[src/rtl/seq_control_pkg.sv]
// seq_control_pkg
//   Shared constants for the sequence controller: opcodes, ALU operation
//   encodings, FSM state encoding and the field offsets of the special
//   (non-Rn) bits in the reg_sig / tri_sig vectors. The Rn fields occupy
//   bits [NREG-1:0]; special fields sit at NREG + <offset>.
package seq_control_pkg;

    // Opcodes (ins[IW-1:IW-4]); any opcode with bit 3 set is illegal.
    localparam logic [3:0] OPC_LOAD   = 4'b0000;
    localparam logic [3:0] OPC_MOV    = 4'b0001;
    localparam logic [3:0] OPC_ADD    = 4'b0010;
    localparam logic [3:0] OPC_XOR    = 4'b0011;
    localparam logic [3:0] OPC_MIN    = 4'b0100;
    localparam logic [3:0] OPC_LDPC   = 4'b0101;
    localparam logic [3:0] OPC_BRANCH = 4'b0110;
    localparam logic [3:0] OPC_MINALL = 4'b0111;

    // ALU operation select
    localparam logic [1:0] ALU_ADD = 2'b00;
    localparam logic [1:0] ALU_XOR = 2'b01;
    localparam logic [1:0] ALU_MIN = 2'b10;

    // FSM state encoding
    localparam logic [3:0] ST_IDLE    = 4'd0;
    localparam logic [3:0] ST_LOAD    = 4'd1;
    localparam logic [3:0] ST_MOV     = 4'd2;
    localparam logic [3:0] ST_OP_A    = 4'd3;
    localparam logic [3:0] ST_OP_G    = 4'd4;
    localparam logic [3:0] ST_OP_W    = 4'd5;
    localparam logic [3:0] ST_LDPC    = 4'd6;
    localparam logic [3:0] ST_BR      = 4'd7;
    localparam logic [3:0] ST_MA_INIT = 4'd8;
    localparam logic [3:0] ST_MA_G    = 4'd9;
    localparam logic [3:0] ST_MA_A    = 4'd10;
    localparam logic [3:0] ST_MA_W    = 4'd11;
    localparam logic [3:0] ST_DONE    = 4'd12;

    // reg_sig special fields: bit index = NREG + offset
    localparam int REG_A_OFS  = 0;
    localparam int REG_G_OFS  = 1;
    localparam int REG_PC_OFS = 2;

    // tri_sig special fields: bit index = NREG + offset
    localparam int TRI_G_OFS   = 0;
    localparam int TRI_IMM_OFS = 1;
    localparam int TRI_PC_OFS  = 2;

    // First execute state entered after an instruction is accepted.
    function automatic logic [3:0] first_state(input logic [3:0] opc);
        logic [3:0] st;
        case (opc)
            OPC_LOAD:                   st = ST_LOAD;
            OPC_MOV:                    st = ST_MOV;
            OPC_ADD, OPC_XOR, OPC_MIN:  st = ST_OP_A;
            OPC_LDPC:                   st = ST_LDPC;
            OPC_BRANCH:                 st = ST_BR;
            OPC_MINALL:                 st = ST_MA_INIT;
            default:                    st = ST_DONE;  // illegal opcodes
        endcase
        return st;
    endfunction

endpackage

[src/rtl/seq_control_decode.sv]
// seq_decode
//   Pure Moore output decode for the sequence controller: maps the current
//   state, the latched instruction register and the MINALL counter k onto
//   the datapath control signals.
//   Ports:
//     state_i    current FSM state
//     ir_i       latched instruction
//     k_i        MINALL register counter
//     reg_sig_o  load enables  {PC, G, A, Rn}
//     tri_sig_o  bus drivers   {PC, IMM, G, Rn}  (at most one bit set)
//     imm_out_o  imm field of the IR
//     alu_op_o   ALU operation
//     branch_o, pc_enable_o, busy_o, done_o, illegal_o, ins_ready_o
module seq_decode
    import seq_control_pkg::*;
#(
    parameter int NREG = 16,
    parameter int DW   = 16,
    parameter int IW   = 24,
    parameter int RAW  = $clog2(NREG)
) (
    input  logic [3:0]      state_i,
    input  logic [IW-1:0]   ir_i,
    input  logic [RAW-1:0]  k_i,
    output logic [NREG+2:0] reg_sig_o,
    output logic [NREG+2:0] tri_sig_o,
    output logic [DW-1:0]   imm_out_o,
    output logic [1:0]      alu_op_o,
    output logic            branch_o,
    output logic            pc_enable_o,
    output logic            busy_o,
    output logic            done_o,
    output logic            illegal_o,
    output logic            ins_ready_o
);

    localparam logic [NREG-1:0] ONE_R = NREG'(1);

    logic [3:0]     opc;
    logic [RAW-1:0] op1;
    logic [RAW-1:0] op2;

    assign opc       = ir_i[IW-1 -: 4];
    assign op1       = ir_i[IW-5 -: RAW];
    assign op2       = ir_i[IW-5-RAW -: RAW];
    assign imm_out_o = ir_i[DW-1:0];

    assign busy_o      = (state_i != ST_IDLE);
    assign ins_ready_o = ~busy_o;

    always_comb begin
        reg_sig_o   = '0;
        tri_sig_o   = '0;
        alu_op_o    = ALU_ADD;
        branch_o    = 1'b0;
        pc_enable_o = 1'b0;
        done_o      = 1'b0;
        illegal_o   = 1'b0;
        case (state_i)
            ST_LOAD: begin
                tri_sig_o[NREG+TRI_IMM_OFS] = 1'b1;
                reg_sig_o[NREG-1:0]         = ONE_R << op1;
            end
            ST_MOV: begin
                tri_sig_o[NREG-1:0] = ONE_R << op2;
                reg_sig_o[NREG-1:0] = ONE_R << op1;
            end
            ST_OP_A: begin
                tri_sig_o[NREG-1:0]       = ONE_R << op1;
                reg_sig_o[NREG+REG_A_OFS] = 1'b1;
            end
            ST_OP_G: begin
                tri_sig_o[NREG-1:0]       = ONE_R << op2;
                reg_sig_o[NREG+REG_G_OFS] = 1'b1;
                case (opc)
                    OPC_XOR: alu_op_o = ALU_XOR;
                    OPC_MIN: alu_op_o = ALU_MIN;
                    default: alu_op_o = ALU_ADD;
                endcase
            end
            ST_OP_W, ST_MA_W: begin
                tri_sig_o[NREG+TRI_G_OFS] = 1'b1;
                reg_sig_o[NREG-1:0]       = ONE_R << op1;
            end
            ST_LDPC: begin
                tri_sig_o[NREG+TRI_PC_OFS] = 1'b1;
                reg_sig_o[NREG-1:0]        = ONE_R << op1;
            end
            ST_BR: begin
                tri_sig_o[NREG-1:0]        = ONE_R << op1;
                reg_sig_o[NREG+REG_PC_OFS] = 1'b1;
                branch_o                   = 1'b1;
            end
            ST_MA_INIT: begin
                // Running minimum starts from R0.
                tri_sig_o[0]              = 1'b1;
                reg_sig_o[NREG+REG_A_OFS] = 1'b1;
            end
            ST_MA_G: begin
                tri_sig_o[NREG-1:0]       = ONE_R << k_i;
                reg_sig_o[NREG+REG_G_OFS] = 1'b1;
                alu_op_o                  = ALU_MIN;
            end
            ST_MA_A: begin
                tri_sig_o[NREG+TRI_G_OFS] = 1'b1;
                reg_sig_o[NREG+REG_A_OFS] = 1'b1;
            end
            ST_DONE: begin
                done_o      = 1'b1;
                pc_enable_o = 1'b1;
                illegal_o   = opc[3];
            end
            default: ;
        endcase
    end

endmodule

[src/rtl/seq_control.sv]
// seq_control
//   Multi-cycle instruction sequencer. Accepts one instruction at a time,
//   latches it into IR and steps an FSM that emits register-load and
//   bus-driver enables for an external datapath.
//   Handshake: an instruction transfers on a rising edge where ins_valid
//   and ins_ready are both 1. ins_ready is 1 only in IDLE; ins_valid in any
//   other state is ignored and the offered instruction may be held until
//   the controller returns to IDLE.
//   Ports:
//     clk, reset (async, active-high)
//     ins, ins_valid, ins_ready        instruction handshake
//     reg_sig, tri_sig                 datapath load / drive enables
//     imm_out, alu_op                  immediate and ALU select
//     branch, pc_enable, busy, done, illegal   status
//     dbg_state                        current FSM state (debug)
module seq_control
    import seq_control_pkg::*;
#(
    parameter int NREG = 16,
    parameter int DW   = 16,
    parameter int IW   = 24
) (
    input  logic            clk,
    input  logic            reset,
    input  logic [IW-1:0]   ins,
    input  logic            ins_valid,
    output logic            ins_ready,
    output logic [NREG+2:0] reg_sig,
    output logic [NREG+2:0] tri_sig,
    output logic [DW-1:0]   imm_out,
    output logic [1:0]      alu_op,
    output logic            branch,
    output logic            pc_enable,
    output logic            busy,
    output logic            done,
    output logic            illegal,
    output logic [3:0]      dbg_state
);

    localparam int             RAW    = $clog2(NREG);
    localparam logic [RAW-1:0] K_ONE  = RAW'(1);
    localparam logic [RAW-1:0] K_LAST = RAW'(NREG - 1);

    logic [3:0]     state_q, state_d;
    logic [IW-1:0]  ir_q, ir_d;
    logic [RAW-1:0] k_q, k_d;

    always_comb begin
        state_d = state_q;
        ir_d    = ir_q;
        k_d     = k_q;
        case (state_q)
            ST_IDLE: begin
                if (ins_valid) begin
                    ir_d    = ins;
                    state_d = first_state(ins[IW-1 -: 4]);
                end
            end
            ST_LOAD, ST_MOV, ST_LDPC, ST_BR, ST_OP_W, ST_MA_W: state_d = ST_DONE;
            ST_OP_A: state_d = ST_OP_G;
            ST_OP_G: state_d = ST_OP_W;
            ST_MA_INIT: begin
                k_d     = K_ONE;
                state_d = ST_MA_G;
            end
            ST_MA_G: state_d = ST_MA_A;
            ST_MA_A: begin
                // Stop after folding in the last register so k never wraps.
                if (k_q == K_LAST) begin
                    k_d     = '0;
                    state_d = ST_MA_W;
                end else begin
                    k_d     = k_q + K_ONE;
                    state_d = ST_MA_G;
                end
            end
            ST_DONE: state_d = ST_IDLE;
            default: state_d = ST_IDLE;
        endcase
    end

    always_ff @(posedge clk or posedge reset) begin
        if (reset) begin
            state_q <= ST_IDLE;
            ir_q    <= '0;
            k_q     <= '0;
        end else begin
            state_q <= state_d;
            ir_q    <= ir_d;
            k_q     <= k_d;
        end
    end

    assign dbg_state = state_q;

    seq_decode #(
        .NREG (NREG),
        .DW   (DW),
        .IW   (IW),
        .RAW  (RAW)
    ) u_decode (
        .state_i     (state_q),
        .ir_i        (ir_q),
        .k_i         (k_q),
        .reg_sig_o   (reg_sig),
        .tri_sig_o   (tri_sig),
        .imm_out_o   (imm_out),
        .alu_op_o    (alu_op),
        .branch_o    (branch),
        .pc_enable_o (pc_enable),
        .busy_o      (busy),
        .done_o      (done),
        .illegal_o   (illegal),
        .ins_ready_o (ins_ready)
    );

endmodule

[config.mk]
export PLATFORM = sky130hd
export DESIGN_NAME = seq_control
export DESIGN_NICKNAME = d
export VERILOG_FILES = /design/src/rtl/seq_control_pkg.sv /design/src/rtl/seq_control_decode.sv /design/src/rtl/seq_control.sv
export SDC_FILE = /design/constraint.sdc
export NUM_CORES = 1
export LEC_CHECK = 0
export CORE_ASPECT_RATIO = 1.25
export CORE_UTILIZATION = 45
export CTS_CLUSTER_SIZE = 12
export DETAILED_ROUTE_END_ITERATION = 8
export PLACE_DENSITY = 0.79
export SYNTH_ARGS = -nofsm -noshare
export SYNTH_HDL_FRONTEND = slang
export SYNTH_HIERARCHICAL = 1
export SYNTH_SLANG_ARGS = --single-unit
[constraint.sdc]
create_clock -name clk -period 2.29 [get_ports clk]
set_input_delay 0.458 -clock clk [delete_from_list [all_inputs] [get_ports clk]]
set_output_delay 0.458 -clock clk [all_outputs]
set_load 0.01 [all_outputs]
==> results.py, run 1 <==
metrics = {
    "place": {
        "dp_hpwl_mm": 5.02,
        "place_area_sq_um": 3640,
        "gp_congestion": 0.862,
        "numPortBuffers": 92,
    },
    "yosys": {
        "synth_edf_count": 0,
        "ys.flop_type": "dfrtp_1",
        "synth.distinct_cells": 51,
        "netlist_instances": 286,
        "ys_ff_latch": 32,
        "syn_avg_cell_area_sq_um": 9.07,
        "yosys_warnings": 6,
        "yosysSeqAreaShare_pct": 30.9,
        "synth_nets": 318,
        "synth_area_sq_um": 2590,
        "synth-async-reset-ratio_pct": 100,
    },
    "sta": {
        "fin_crit_ps": 2250,
        "skew_ps": 1.03,
        "period_share_pct": 98.3,
        "final-max-slew-violation-count": 0,
        "slew-limit-headroom_pct": 67.1,
        "finalHoldViolations": 0,
        "fmax_mhz": 444,
        "setup_violations": 0,
        "whs_ps": 509,
        "rsz0062_at_grt": "true",
        "tightestPinTransition_ps": 481,
    },
    "power": {
        "p_leak_nw": 1.75,
        "p_per_area_nw_per_um2": 1250,
        "irDropWorstVdd_mv": 0.646,
        "power.total_w": 0.00466,
    },
    "drt": {
        "finalWirelength_mm": 7.03,
        "vias": 2485,
        "drc": 0,
        "ant_nets": 0,
        "wl_per_cell_microns": 15.4,
        "vias_per_cell": 5.45,
        "initialDrtViolationCount": 201,
        "drtPass1Iterations": 4,
    },
    "final_layout": {
        "drive_above_1_share_pct": 33.9,
        "layout.nets": 423,
        "antenna_cells": 0,
        "final_area_sq_um": 3730,
        "seq_area_sq_um": 803,
        "multi_input_area_sq_um": 1610,
        "num-fill-cells": 448,
        "syn_to_final_growth_pct": 43.9,
    },
    "clocking": {
        "htreeDepth": 2,
        "hold_buffers": 0,
        "cts_buffer_depth": 2,
        "cts_inserted_buffers": 5,
        "path_clk_slew_ps": 70,
        "clk_latency_ps": 280,
        "numClockSinks": 32,
        "cts_tree": "done",
        "cts_root_buf": "clkbuf_8",
    },
    "global_route": {
        "antenna_found_initial": 0,
        "grt_first_pass_wirelength_mm": 11.3,
        "grt_pass1_vias": 2441,
        "grt_overflow_total": 0,
        "grt_max_degree": 33,
        "track_usage_pct": 23.4,
    },
    "setup_path": {
        "critPathBufInv": 3,
        "critPathTopFamily": "buffers and inverters",
        "endpoint_kind": "primary output",
        "crit_type": "flip-flop to primary output",
        "crit_path_max_incr_delay_ps": 400,
        "crit_cells": 6,
        "slowest_stage": "dfrtp_1",
        "cp_max_fo": 5,
        "crit_required_ps": 1830,
        "startpoint_type": "flip-flop",
        "cpMostUsedCell": "buf_4",
        "r2r_cells": 5,
        "cp_cell_sequence": "buf_4 -> xor2_4 -> nand4_1 -> buf_4 -> o221ai_2 -> buf_2",
        "cp_data_arrival_time_ps": 1790,
    },
    "min_path": {
        "hold-path-cell-count": 1,
        "min_path_type": "flip-flop to flip-flop",
    },
    "die": {
        "die_area_sq_um": 6080,
        "start_util_pct": 47.4,
        "fp.dieW_microns": 69.9,
        "core_sq_um": 5480,
        "die_h_microns": 86.9,
        "ioPinCount": 93,
        "row_count": 30,
    },
    "job": {
        "max_cap_violations": 0,
    },
    "run_status": {
        "status": "finished, final reports clean",
    },
}
per-layer routing:
layer / vias to the layer above / GRT usage, % / routed length (microns)
met2: 109 / 41.9 / 3600
met3: 17 / 4.40 / 427
li1: 1218 / - / -
met4: 0 / 10.9 / 155
met5: - / 0 / 0
met1: 1141 / 26.9 / 2850
placed cells by master (no fill, tap or decap), types with 2 or more instances in the layout:
master / n
buf_2: 15
and2_1: 3
o221ai_2: 4
buf_6: 3
nand2b_1: 6
inv_1: 6
o311ai_1: 2
a21oi_1: 7
nor3_1: 3
dfrtp_1: 30
clkbuf_2: 18
nand4_1: 7
mux2_2: 5
nand3_1: 22
clkbuf_8: 5
mux2i_1: 2
dfrtp_2: 2
a21o_1: 2
nand2_1: 28
nor3b_1: 5
clkdlybuf4s50_1: 49
ha_1: 5
dlymetal6s2s_1: 5
mux2_4: 20
nor2b_1: 10
nor2_1: 26
nand4b_1: 6
dlygate4sd2_1: 3
o21bai_1: 2
nor2_4: 2
o211ai_1: 9
clkdlybuf4s15_1: 2
o21ai_0: 5
buf_4: 39
nor4_1: 2
nand3b_1: 2
logic make-up (layout without fill, tap and decap cells):
logic type	count (synthesis)	in the layout	share of synthesized area, %
AO/OA/AOI/OAI	38	38	10.4
XOR/XNOR	1	1	1.06
adder cells (fa/ha/maj)	5	5	2.41
buffers and inverters	43	149	10.2
flip-flops	32	32	30.9
multiplexers	27	27	14.5
AND/OR/NAND/NOR	140	140	30.6
stage by stage:
| stage | utilization [%] | setup WS [ps] | instances | setup TNS, ps |
|---|---|---|---|---|
| after floorplan | - | 210 | 286 | 0 |
| after global placement | 66.4 | -72.4 | 441 | -180 |
| after detailed placement | 66.4 | -48.6 | 441 | -135 |
| after CTS | 69.5 | -18.5 | 455 | -59.1 |
| after global routing | 68.1 | -53.3 | 456 | -112 |
| final | 68.1 | 39.9 | 456 | 0 |
synthesized netlist by cell type (all sizes together) (6+ instances only):
master,count,area (sq um)
a21oi,7,35.0
mux2,25,357
nand2b,6,37.5
nor2b,11,68.8
buf,33,226
nand4b,6,52.6
nor2,28,105
o211ai,9,67.6
dfrtp,32,801
nand2,28,105
inv,6,22.5
nand3,22,110
nand4,7,43.8
state kept, by name (all words and copies together), names as in the netlist:
name and count:
dbg_state 4, ir_q 24, k_q 4
timing repair:
action / in CTS / in global routing
resized for setup: 96 / 58
setup endpoints to repair: 42 / 39
pin swaps: 9 / 5
buffers inserted: 6 / 1
final timing paths:
check                                   from            to  slack, ps
worst max-delay path            dbg_state[2]   tri_sig[15]         40
worst min-delay path                 ir_q[6]       ir_q[6]        510
worst max register to register  dbg_state[1]      ir_q[19]        200
worst min register to register       ir_q[6]       ir_q[6]        510
max in group asynchronous              reset  dbg_state[1]       1400
min in group asynchronous              reset       ir_q[9]        570
power breakdown:
part           internal (W)  leakage [nW]  switching (W)
clock network      0.000323        0.0552       0.000214
logic               0.00160          1.31        0.00139
registers          0.000836         0.384       0.000302
total               0.00276          1.75        0.00190
cell type report:
| cell class | count | area share [%] |
|---|---|---|
| sequential | 32 | 21.5 |
| timing repair buffer | 135 | 29.8 |
| tap | 64 | 2.14 |
| clock buffer | 6 | 1.94 |
| clock inverter | 2 | 0.938 |
| inverter | 6 | 0.603 |
| multi-input combinational | 211 | 43.1 |
No activity file was read; power rests on OpenSTA's default activity.
==> run 2: changes to the inputs <==
- CTS_CLUSTER_SIZE: 12 -> not set
==> results of run 2 <==
No change in the layout: final DEF, timing and power equal those of run 1.
==> run 3: changes to the inputs <==
- HOLD_SLACK_MARGIN: not set -> 0.15
==> results of run 3 <==
No change in the layout: final DEF, timing and power equal those of run 1.
==> edit 1 (flow settings as in run 1) <==
`ir_q` and `k_q` no longer have a reset.
--- a/src/rtl/seq_control.sv
+++ b/src/rtl/seq_control.sv
@@ -83,11 +83,12 @@
         if (reset) begin
             state_q <= ST_IDLE;
-            ir_q    <= '0;
-            k_q     <= '0;
         end else begin
             state_q <= state_d;
-            ir_q    <= ir_d;
-            k_q     <= k_d;
         end
+    end
+
+    always_ff @(posedge clk) begin
+        ir_q <= ir_d;
+        k_q  <= k_d;
     end
 
Formal check against the unedited RTL: not equivalent (a bounded check fails within 4 cycles, from zero or initial values and one cycle with reset high).
==> edit 1 against run 1 <==
The run now ends with negative setup slack left; cell area decreased by 5.2%; sequential cell count unchanged; clock skew increased by 0.0026 ns; clock power increased by 1%; routed wire length decreased by 2.5%; register-to-register slack improved by 0.10 ns; power decreased by 25%; area after synthesis decreased by 10%; setup slack got worse by 0.091 ns; die area decreased by 9.9%; fmax decreased by 3.9%; first-iteration DRC count increased by 48%; highest routed layer unchanged.
==> edit 1: results (changes against run 1) <==
Cells and area
  • Fraction of area in registers: 26.7% (+5.2 points)
  • Nets: 400 (-5.4%)
  • Layout cell share with drive strength beyond 1: 29.5% (-4.4 points)
  • Clock-cell share: 3.14% (+0.26 points)
  • Multi-input gates: 182 (-14%)
  • Buffering overhead: 33.5% (+3.8 points)

GRT
  • M3 GR Usage: 3.85% (-0.55 points)
  • Gr usage total: 26.4% (+3.1 points)
  • Largest net degree at the start of global routing: 25 (-24%)

Synthesis
  • Async SR Flop Fraction: 12.5% (-88 points)
  • Syn_nets: 288 (-9.4%)
  • Adder-Cell Fraction of Synth Area: 2.68% (+0.27 points)
  • Synth top area cells: edfxtp_1 36%, buf_4 6.4%, nand3_1 4.7%
  • Mux cell area share after synthesis: 0.966% (-14 points)

Clocking
  • Post-CTS setup buffer count: 9 (+3)
  • Post-cts gate resize count: 92 (-4.2%)

Place
  • GPL Wtd Cong: 0.884 (+2.6%)
  • Hpwl dp: 5020 um (about the same)
  • DP Worst Slack: -0.0410 ns (+0.00760 ns)

STA
  • Clock Skew: 0.00363 ns (+0.00260 ns)
  • Final setup violation count: 6 (+6)
  • Fin worst setup slack: -0.0508 ns (-0.0907 ns)
  • Setup TNS: -0.172 ns (-0.172 ns)

Pwr
  • Leakage Power: 0.00151 uW (-14%)

Run status
  • Outcome: complete, but fails checks
  • Failing checks: negative setup slack

Critical path
  • WP data arrival: 1.88 ns (+0.09 ns)

Detailed routing
  • Routed wl met2: 3590 um (-0.25%)
  • Vias per cell: 5.61 (+2.9%)
  • Final WL: 6860 um (-2.5%)
  • WL met3: 413 um (-3.3%)

Worst hold path
  • HP Class: in -> async
## edit 1: final timing paths
kind,from,endpoint,slack [ns]
worst max register to register,dbg_state[1]$_DFFE_PP0P_,dbg_state[1]$_DFFE_PP0P_,0.30
worst min register to register,k_q[0]$_SDFFCE_PN1P_,k_q[0]$_SDFFCE_PN1P_,0.81
min in group clk,ins[11],ir_q[11]$_DFFE_PP_,0.72
worst max-delay path,dbg_state[1]$_DFFE_PP0P_,tri_sig[3],-0.05
worst min-delay path,reset,dbg_state[2]$_DFFE_PP0P_,0.36
max in group asynchronous,reset,dbg_state[0]$_DFFE_PP0P_,1.76
## edit 1: power breakdown
part	internal (uW)	switching, uW	leakage [uW]
Sequential	808	129	0.000302
Clock	322	221	0.0000541
Combinational	1010	1020	0.00115
Total	2140	1370	0.00151
## edit 1: through the flow
step                      cells  hold slack (ns)
after detailed placement    410            0.656
final                       429            0.358
after floorplan             256            0.224
after global placement      410            0.655
after global routing        429            0.381
after CTS                   427            0.346
==> edit 2 (settings of run 1) <==
Without the edit above. `DW` is set to 16 in 2 places; all go to 18.
--- a/src/rtl/seq_control_decode.sv
+++ b/src/rtl/seq_control_decode.sv
@@ -16,5 +16,5 @@
 #(
     parameter int NREG = 16,
-    parameter int DW   = 16,
+    parameter int DW   = 18,
     parameter int IW   = 24,
     parameter int RAW  = $clog2(NREG)
--- a/src/rtl/seq_control.sv
+++ b/src/rtl/seq_control.sv
@@ -18,5 +18,5 @@
 #(
     parameter int NREG = 16,
-    parameter int DW   = 16,
+    parameter int DW   = 18,
     parameter int IW   = 24
 ) (
Interface: changed (resized imm_out); port bits go from 93 to 95. No check against the original RTL was run, so the function may have changed too.
==> edit 2 against run 1 <==
The run now ends with negative setup slack left; power increased by 3.1%; area after synthesis increased by 0.58%; sequential cell count unchanged; setup slack got worse by 0.054 ns; routed wire length up 4.7%; first-iteration DRC count fell by 32%; cell area increased by 2.3%; die area grew 0.56%; global-route usage rose by 0.84 points; critical path type unchanged; critical endpoint is now tri_sig[6]; largest cell class unchanged.
==> edit 2: results (changes against run 1) <==
Critical path
  • CP Max Fanout: 7 (+2)
  • WP data arrival: 1.85 ns (+0.06 ns)
  • Worst r2r dst: ir_q[2]$_DFFE_PP0P_
  • CP max stage delay: 0.46 ns (+0.06 ns)
  • CP endpoint: tri_sig[6]
  • Cells on worst reg2reg path: 4 (-1)
  • Reg2reg setup slack: 0.34 ns (+0.14 ns)

Place
  • DP Worst Slack: -0.0287 ns (+0.0199 ns)
  • Hpwl dp: 5180 um (+3.2%)
  • Port Buffer Count: 94 (+2.2%)
  • GPL Wtd Cong: 0.896 (+4.0%)

Clocking
  • Post-cts gate resize count: 99 (+3.1%)
  • Post-CTS setup buffer count: 3 (-3)
  • Clock transition at the registers of the reported paths: 0.07 ns (about the same)

Detailed routing
  • Total number of vias: 2551 (+2.7%)
  • Final WL: 7360 um (+4.7%)
  • WL met3: 509 um (+19%)
  • Drt first-iter violations: 137 (-32%)
  • Routed wl met2: 3780 um (+5.0%)
  • Routed len/inst: 16.1 um (+4.7%)

Pwr
  • Max rail drop VDD: 0.000714 V (+11%)
  • Psw: 2000 uW (+5.2%)
  • Leakage Power: 0.00176 uW (+0.57%)

Cells and area
  • Fin util: 69.2% (+1.1 points)
  • Area taken by multi-input logic gates: 1670 um^2 (+3.7%)
  • Buffering overhead: 29.8% (about the same)
  • Layout cell share with drive strength beyond 1: 34.7% (+0.77 points)
  • Clock-cell share: 2.82% (-0.065 points)
  • Fraction of area in registers: 21.1% (-0.45 points)
  • FILL cells: 433 (-3.3%)

STA
  • Fin worst setup slack: -0.0146 ns (-0.0545 ns)
  • Final setup violation count: 1 (+1)
  • Worst-margin pin slew: 0.456 ns (-0.0250 ns)
  • Clock Skew: 0.00840 ns (+0.00736 ns)
  • Worst hold slack: 0.505 ns (-0.00407 ns)
  • Setup TNS: -0.0146 ns (-0.0146 ns)

GRT
  • Grt met2 use: 42.7% (+0.79 points)
  • M3 GR Usage: 6.13% (+1.7 points)
  • Gr usage total: 24.2% (+0.84 points)
  • First-pass GRT wire length: 11900 um (+5.5%)
  • Number of global-route vias before repair: 2547 (+4.3%)
  • Met1 usage: 27.9% (+1.1 points)

Die
  • Die width: 70.1 um (+0.28%)

Synthesis
  • Syn_nets: 320 (+0.63%)
  • Synthesized instance count: 288 (+0.70%)
  • Sequential share of the synthesized area: 30.7% (-0.18 points)
  • Synth top area cells: dfrtp_1 31%, mux2_4 12%, buf_4 6.3%

Worst hold path
  • Min-Delay Startpoint: ir_q[8]$_DFFE_PP0P_
  • Hold Path End: ir_q[8]$_DFFE_PP0P_

Run status
  • Outcome: complete, but fails checks
  • Failing checks: negative setup slack
-- edit 2: changes by cell type in the layout (fill, tap and decap cells not counted), moves of 2 or more --
cell / run 1 / this run
buf_4: 39 / 33
buf_6: 3 / 8
clkbuf_2: 18 / 16
clkdlybuf4s50_1: 49 / 52
nand3_1: 22 / 18
nand3_2: 0 / 3
o311ai_1: 2 / 0
o311ai_2: 0 / 2
-- edit 2: power groups by stage --
stage	clock network [uW]	logic (uW)	registers, uW
after floorplan	0	1820	1120
after global placement	0	2820	1130
after detailed placement	0	2860	1150
after CTS	541	2890	1160
after global routing	575	3310	1230
final	532	3090	1180
-- edit 2: logic make-up after synthesis --
| family | Yosys count | synth area share [%] |
|---|---|---|
| adder cells (fa/ha/maj) | 5 | 2.40 |
| AND/OR/NAND/NOR | 140 | 30.4 |
| buffers and inverters | 45 | 10.7 |
| XOR/XNOR | 1 | 1.05 |
| AO/OA/AOI/OAI | 38 | 10.4 |
| flip-flops | 32 | 30.7 |
| multiplexers | 27 | 14.4 |
